===== src/rtl/instruction_fetch_unit.sv =====
// Instruction fetch unit for the single-cycle LEGv8 CPU.
// Holds the PC, fetches one 32-bit word at a time over a req/ack handshake,
// presents it to the decoder/datapath with a valid flag, and advances the PC
// to PC+4 or to a CondAddr19 / BrAddr26 branch target once it is retired.
module instruction_fetch_unit #(
    parameter int                ADDR_W   = 64,
    parameter logic [ADDR_W-1:0] RESET_PC = '0
) (
    input  logic              clk,
    input  logic              reset,

    // instruction memory handshake
    output logic              imem_req,
    output logic [ADDR_W-1:0] imem_addr,
    input  logic              imem_ack,
    input  logic [31:0]       imem_rdata,

    // decoder / datapath side
    output logic [31:0]       instruction,
    output logic              instr_valid,
    input  logic              instr_ready,
    input  logic              BrTaken,
    input  logic              UncondBr,
    output logic [ADDR_W-1:0] pc
);

    typedef enum logic {
        FETCH = 1'b0,
        ISSUE = 1'b1
    } state_t;

    state_t            state_q, state_d;
    logic [ADDR_W-1:0] pc_q, pc_d;
    logic [31:0]       instr_q, instr_d;

    // Set by every reset edge and cleared by the first edge without reset.
    // It keeps imem_req and instr_valid low for the cycle following a reset
    // edge while both outputs stay purely registered (no path from reset).
    logic              rst_hold_q;

    logic [ADDR_W-1:0] br26_off;
    logic [ADDR_W-1:0] br19_off;
    logic [ADDR_W-1:0] next_pc;

    // Word offsets of the two branch formats, sign-extended to the PC width
    // and scaled by 4 (two zero bits appended).
    assign br26_off = {{(ADDR_W-28){instr_q[25]}}, instr_q[25:0], 2'b00};
    assign br19_off = {{(ADDR_W-21){instr_q[23]}}, instr_q[23:5], 2'b00};

    // Next-PC selection; UncondBr only matters when BrTaken is set, so an
    // undefined UncondBr on a fall-through instruction cannot leak in.
    always_comb begin
        next_pc = pc_q + ADDR_W'(4);
        if (BrTaken) begin
            if (UncondBr) begin
                next_pc = pc_q + br26_off;
            end else begin
                next_pc = pc_q + br19_off;
            end
        end
    end

    // State, PC and instruction registers with synchronous reset.
    always_ff @(posedge clk) begin
        if (reset) begin
            state_q    <= FETCH;
            pc_q       <= RESET_PC;
            instr_q    <= 32'h0;
            rst_hold_q <= 1'b1;
        end else begin
            state_q    <= state_d;
            pc_q       <= pc_d;
            instr_q    <= instr_d;
            rst_hold_q <= 1'b0;
        end
    end

    // Next-state logic and registered-state output decode.
    always_comb begin
        state_d     = state_q;
        pc_d        = pc_q;
        instr_d     = instr_q;
        imem_req    = 1'b0;
        instr_valid = 1'b0;

        case (state_q)
            FETCH: begin
                // No request is outstanding in the cycle after reset, so an
                // ack seen then belongs to nothing and is dropped.
                if (!rst_hold_q) begin
                    imem_req = 1'b1;
                    if (imem_ack) begin
                        instr_d = imem_rdata;
                        state_d = ISSUE;
                    end
                end
            end
            ISSUE: begin
                instr_valid = !rst_hold_q;
                if (instr_ready) begin
                    pc_d    = next_pc;
                    state_d = FETCH;
                end
            end
            default: begin
                state_d = FETCH;
            end
        endcase
    end

    assign imem_addr   = pc_q;
    assign pc          = pc_q;
    assign instruction = instr_q;

endmodule


===== config.mk =====
export PLATFORM = sky130hd
export DESIGN_NAME = instruction_fetch_unit
export DESIGN_NICKNAME = d
export VERILOG_FILES = /design/src/rtl/instruction_fetch_unit.sv
export SDC_FILE = /design/constraint.sdc
export NUM_CORES = 1
export LEC_CHECK = 0
export ABC_AREA = 0
export CORE_AREA = 5 5 144 118
export CTS_BUF_LIST = sky130_fd_sc_hd__clkbuf_8
export CTS_CLUSTER_DIAMETER = 50
export DETAILED_ROUTE_END_ITERATION = 7
export DIE_AREA = 0 0 149 123
export GPL_TIMING_DRIVEN = 0
export PLACE_DENSITY_LB_ADDON = 0.15
export SETUP_SLACK_MARGIN = 0.3
export SYNTH_ARGS = -nofsm -noshare
export SYNTH_HDL_FRONTEND = slang
export SYNTH_SLANG_ARGS = --single-unit

===== constraint.sdc =====
create_clock -name clk -period 7.18 [get_ports clk]
set_input_delay 0.718 -clock clk [delete_from_list [all_inputs] [get_ports clk]]
set_output_delay 0.718 -clock clk [all_outputs]
set_load 0.01 [all_outputs]

==> metrics.cfg, run 1 <==
[synthesis]
synth_top_area_share_pct=24.5
synth.avg_cell_area_um2=7.43
yosysUniqueCellTypes=81
syn_area_um2=7860
synth.largest_area_cell=dfxtp_1
synth_warnings=0
synth-main-ff-cell=dfxtp_1
syn_inst=1058
yosys_register_bits=96
seq_area_frac_synth_pct=24.5
async_reset_ff_share_pct=0
ys_top_cells_by_area=dfxtp_1 (24%), nand2_1 (9.8%), ha_1 (9.7%)
synth_edf_count=0

[sta]
tightest_slew_ps=660
post-route-period-util_pct=67.0
setup_violations=0
fmax_mhz=208
whs_ps=463
drv_slew=0
post-route-min-period_ps=4810
rsz0062_at_grt=false
hold_viol_final=0
fin_setup_tns_ps=0
relSlewSlack_pct=54.9
clock-skew-final_ps=11.8

[critical_path]
cp-end-kind=flop
critPathMaxFanout=10
start_kind=input pin
crit_type=input pin to flop
worstRegToRegCells=15
cp_data_required_time_ps=7460
worstPathArrival_ps=5090

[clock_network]
ctsHoldBuffers=0
cts-root-buf=clkbuf_8
clk_pin_slew_ps=110
cts_sinks=96
cts_max_path_buffers=2
cts_tree=built
cts_setup_buffers=0
clock_latency_ps=400
cts_buffers=9
cts_max_level=3
cts_resized=0

[final_layout]
finalInstanceArea_um2=10300
multi_input_area_um2=5170
final_common_cell=nand2_1
fin_nets=1367
diodes=0
syn_to_final_growth_pct=31.1
fillerInstances=1424
drive_above_1_share_pct=9.43
fin_cells=1487
regArea_um2=1920
final_cell_mix=nand2_1 (206), clkdlybuf4s50_1 (194), a21oi_1 (148)

[grt]
gr-total-overflow=0
grt_pass1_vias=7585
grt_max_degree=28
grt_pass1_wl_um=38900
use_met2_pct=38.6
grt.busiest_layer=met1
met3_usage_pct=6.16
antenna_found_initial=0
track_usage_pct=26.2
grt_use_met1_pct=39.3

[floorplan]
start_util_pct=50.7
fp.dieH_um=123
die-area_um2=18300
die_w_um=149
row_count=41
num_io_pins=200
core_area_um2=15500

[detailed_routing]
drt.antenna.violating_nets=0
drtIter0Drc=806
vias=8215
wire_per_inst_um=16.4
firstDrtPassIters=5
via_per_inst=5.52
wirelength_um=24400
drc=0

[hold_path]
hp-class=flop to flop
holdPathStages=2

[placement]
placed_cells=1471
io_buffers=194
dp_hpwl_um=19500
place.gp.congestion=0.997
postPlaceCellArea_um2=10100

[power_and_ir_drop]
powerDensity_nw_per_um2=108
peakVddDrop_mv=0.0865
p_leak_nw=4.29

[flow_run]
max_cap_violations=0

[run_status]
status=finished clean

==> where the power goes <==
group,leakage (nW),internal (W),switching (W)
registers,0.778,0.000545,0.0000148
clock network,0.0995,0.000137,0.000234
logic,3.42,0.0000868,0.0000996
total,4.29,0.000769,0.000348
==> through the flow <==
step	power (W)	util [%]	worst slack (ps)
6_report	0.00112	66.5	2370
5_1_grt	0.00116	66.5	2190
4_1_cts	0.00112	66.5	2450
3_5_place_dp	0.000756	65.3	2030
3_3_place_gp	0.000752	65.1	-1370
2_1_floorplan	0.000670	-	872
==> worst paths after layout <==
kind                     endpoint            start  slack (ps)
setup / recovery    imem_addr[62]         UncondBr        2370
setup reg to reg    imem_addr[63]  instruction[23]        2980
hold reg to reg   instruction[29]  instruction[29]         460
hold / removal    instruction[29]  instruction[29]         460
==> metal layers <==
metal  part of all wire (%)  wire length (um)
met5                      0                 0
met3                    9.3              2290
met2                     43             10500
met1                     47             11500
met4                   0.76               187
==> cells in the mapped netlist, types with 9 or more instances <==
| library cell | n |
|---|---|
| a211oi_1 | 9 |
| nor3_1 | 15 |
| clkbuf_1 | 35 |
| nand3_1 | 12 |
| buf_4 | 66 |
| a21oi_1 | 148 |
| nor2_1 | 56 |
| o21ai_0 | 37 |
| nor2b_1 | 21 |
| o21bai_1 | 15 |
| xnor2_1 | 25 |
| mux2i_1 | 17 |
| a21o_1 | 35 |
| dfxtp_1 | 96 |
| buf_2 | 10 |
| xor2_1 | 24 |
| nand2_1 | 206 |
| a21boi_0 | 11 |
| ha_1 | 61 |
| inv_1 | 19 |
| nand4_1 | 15 |
==> area by class of cell <==
cell class                 count  area share [%]
tap                          215            2.61
inverter                      19           0.692
clock inverter                 7           0.644
sequential                    96            18.7
clock buffer                   9            1.20
timing repair buffer         195            19.0
buffer                       120            6.91
multi-input combinational    826            50.2
==> critical path: stages <==
cell	delay [ps]
clkbuf_1	310
clkbuf_1	570
mux2i_1	160
nand2_1	120
ha_1	170
inv_1	60
fa_1	380
and2b_1	250
o211ai_1	150
a31oi_4	300
o21ai_2	160
o41ai_2	510
o22ai_2	230
or4_1	580
and3_1	210
o21ai_1	130
a21oi_1	70
==> registers in the layout (all words and copies together), names as in the netlist <==
name         count
state_q          1
imem_addr       62
rst_hold_q       1
instruction     32
==> cells by family (layout without fill, tap and decap cells) <==
family                     count (synthesis)  count (layout)  share of synthesized area [%]
and+or+nand+nor                          372             372                           21.6
AOI/OAI and AO/OA                        321             321                           26.2
buffers and inverters                    139             350                           9.97
DFF                                       96              96                           24.5
adders and majority gates                 62              62                           9.97
xor gates and xnor gates                  49              49                           5.46
muxes                                     18              18                           2.31
other                                      1               4                         0.0477
Power figures use the tool's default switching activity.
==> inputs of run 2 (changes only) <==
- CORE_AREA: 5 5 144 118 -> 5 5 151 124
- DIE_AREA: 0 0 149 123 -> 0 0 156 129
- clock period: 7.18 -> 4.3 ns (I/O delays scaled with it)
==> metrics.cfg, run 2 (synthesis results as in run 1) <==
[placement]
dp_hpwl_um=19900
dpl_worst_slack_ps=-830
io_buffers=194
place.gp.congestion=0.971

[final_layout]
largest_register_ffs=62
final_common_cell=nand2_1
diodes=0
fin_nets=1373
syn_to_final_growth_pct=33.0
drive_above_1_share_pct=10.6
final_cell_mix=nand2_1 (205), clkdlybuf4s50_1 (193), a21oi_1 (148)
fillerInstances=1584

[critical_path]
start_kind=input pin
worstPathArrival_ps=4110
cp_data_required_time_ps=4580
cp-end-kind=flop
crit_type=input pin to flop
critPathMaxFanout=10

[sta]
relSlewSlack_pct=50.9
fin_ws_ps=473
drv_slew=0
whs_ps=461
hold_viol_final=0
setup_violations=0
fmax_mhz=261
clock-skew-final_ps=11.0
post-route-min-period_ps=3830
post-route-period-util_pct=89.0
rsz0062_at_grt=true
tightest_slew_ps=736

[detailed_routing]
via_per_inst=5.46
firstDrtPassIters=5
drt.antenna.violating_nets=0
wirelength_um=25700
drc=0
drtIter0Drc=748
vias=8207
wire_per_inst_um=17.1

[clock_network]
cts-root-buf=clkbuf_8
cts_buffers=9
clk_pin_slew_ps=110
ctsHoldBuffers=0
cts_max_level=3
cts_sinks=96
cts_tree=built
cts_max_path_buffers=2
clock_latency_ps=410

[floorplan]
start_util_pct=46.1
fp.dieH_um=129
num_io_pins=200
die_w_um=156
die-area_um2=20100
core_area_um2=17100
row_count=43

[grt]
grt_max_degree=21
grt_pass1_vias=7580
antenna_found_initial=0
grt_pass1_wl_um=40500
gr-total-overflow=0
track_usage_pct=25.0

[flow_run]
max_cap_violations=0

[power_and_ir_drop]
peakVddDrop_mv=0.134
p_leak_nw=4.38
powerDensity_nw_per_um2=180

[hold_path]
hp-class=flop to flop

[run_status]
status=finished clean

run 2: cell count changes in the layout (fill, tap and decap cells not counted), sizes merged:
cell | before | now
a21boi | 11 | 13
inv | 26 | 25
clkbuf | 45 | 44
clkdlybuf4s15 | 0 | 1
buf | 85 | 90
clkdlybuf4s50 | 194 | 193
clkinv | 0 | 1
run 2: through the flow:
step | instances | area [um^2] | setup TNS (ps) | utilization, % | total power (W)
6_report | 1503 | 10400 | 0 | 61.3 | 0.00188
4_1_cts | 1499 | 10400 | 0 | 60.8 | 0.00189
2_1_floorplan | 1061 | 7890 | 0 | - | 0.00112
3_5_place_dp | 1480 | 10100 | -9370 | 59.3 | 0.00126
5_1_grt | 1503 | 10400 | 0 | 61.3 | 0.00196
3_3_place_gp | 1480 | 10100 | -9090 | 59.3 | 0.00126
run 2: where the power goes:
| part | switching, W | internal [W] |
|---|---|---|
| sequential | 0.0000245 | 0.000910 |
| combinational | 0.000172 | 0.000149 |
| clock | 0.000398 | 0.000228 |
run 2: repair_timing:
item / 4_1_cts / 5_1_grt
gates cloned: 2 / 0
gates resized for setup: 9 / 10
buffers inserted: 1 / 4
setup endpoints to repair: 22 / 8
pin swaps: 1 / 4
run 2: routing by layer:
layer	wire (um)	share of wire [%]	global-route usage, %
met1	12800	50	37.9
met2	10400	40	35.4
met3	2160	8.4	5.99
met4	362	1.4	5.61
met5	0	0	0
run 2: layout make-up:
| cell class | count | area [um^2] | area share [%] |
|---|---|---|---|
| timing repair buffer | 199 | 2010 | 19.2 |
| clock buffer | 9 | 124 | 1.19 |
| clock inverter | 7 | 66.3 | 0.635 |
| sequential | 96 | 1920 | 18.4 |
| buffer | 120 | 722 | 6.91 |
| inverter | 19 | 71.3 | 0.683 |
| tap | 225 | 282 | 2.69 |
| multi-input combinational | 828 | 5250 | 50.3 |
run 2: path summary, 6_finish.rpt:
kind | startpoint | endpoint | slack (ps) | cells after the start
min reg2reg | instruction[31] | instruction[31] | 460 | 2
max reg2reg | instruction[25] | imem_addr[63] | 470 | 15
max | UncondBr | imem_addr[62] | 470 | 16
min | instruction[31] | instruction[31] | 460 | 2
run 2: critical path: stages:
cell and delay [ps]:
clkbuf_2 230, nand2b_4 260, buf_4 150, a21boi_4 50, buf_12 150, ha_1 380
nand2_1 160, nor3_4 240, nand3_2 130, or2_1 260, o41ai_4 470, o22ai_4 180
or4_1 550, and3_1 210, o21ai_1 160, a21oi_1 80
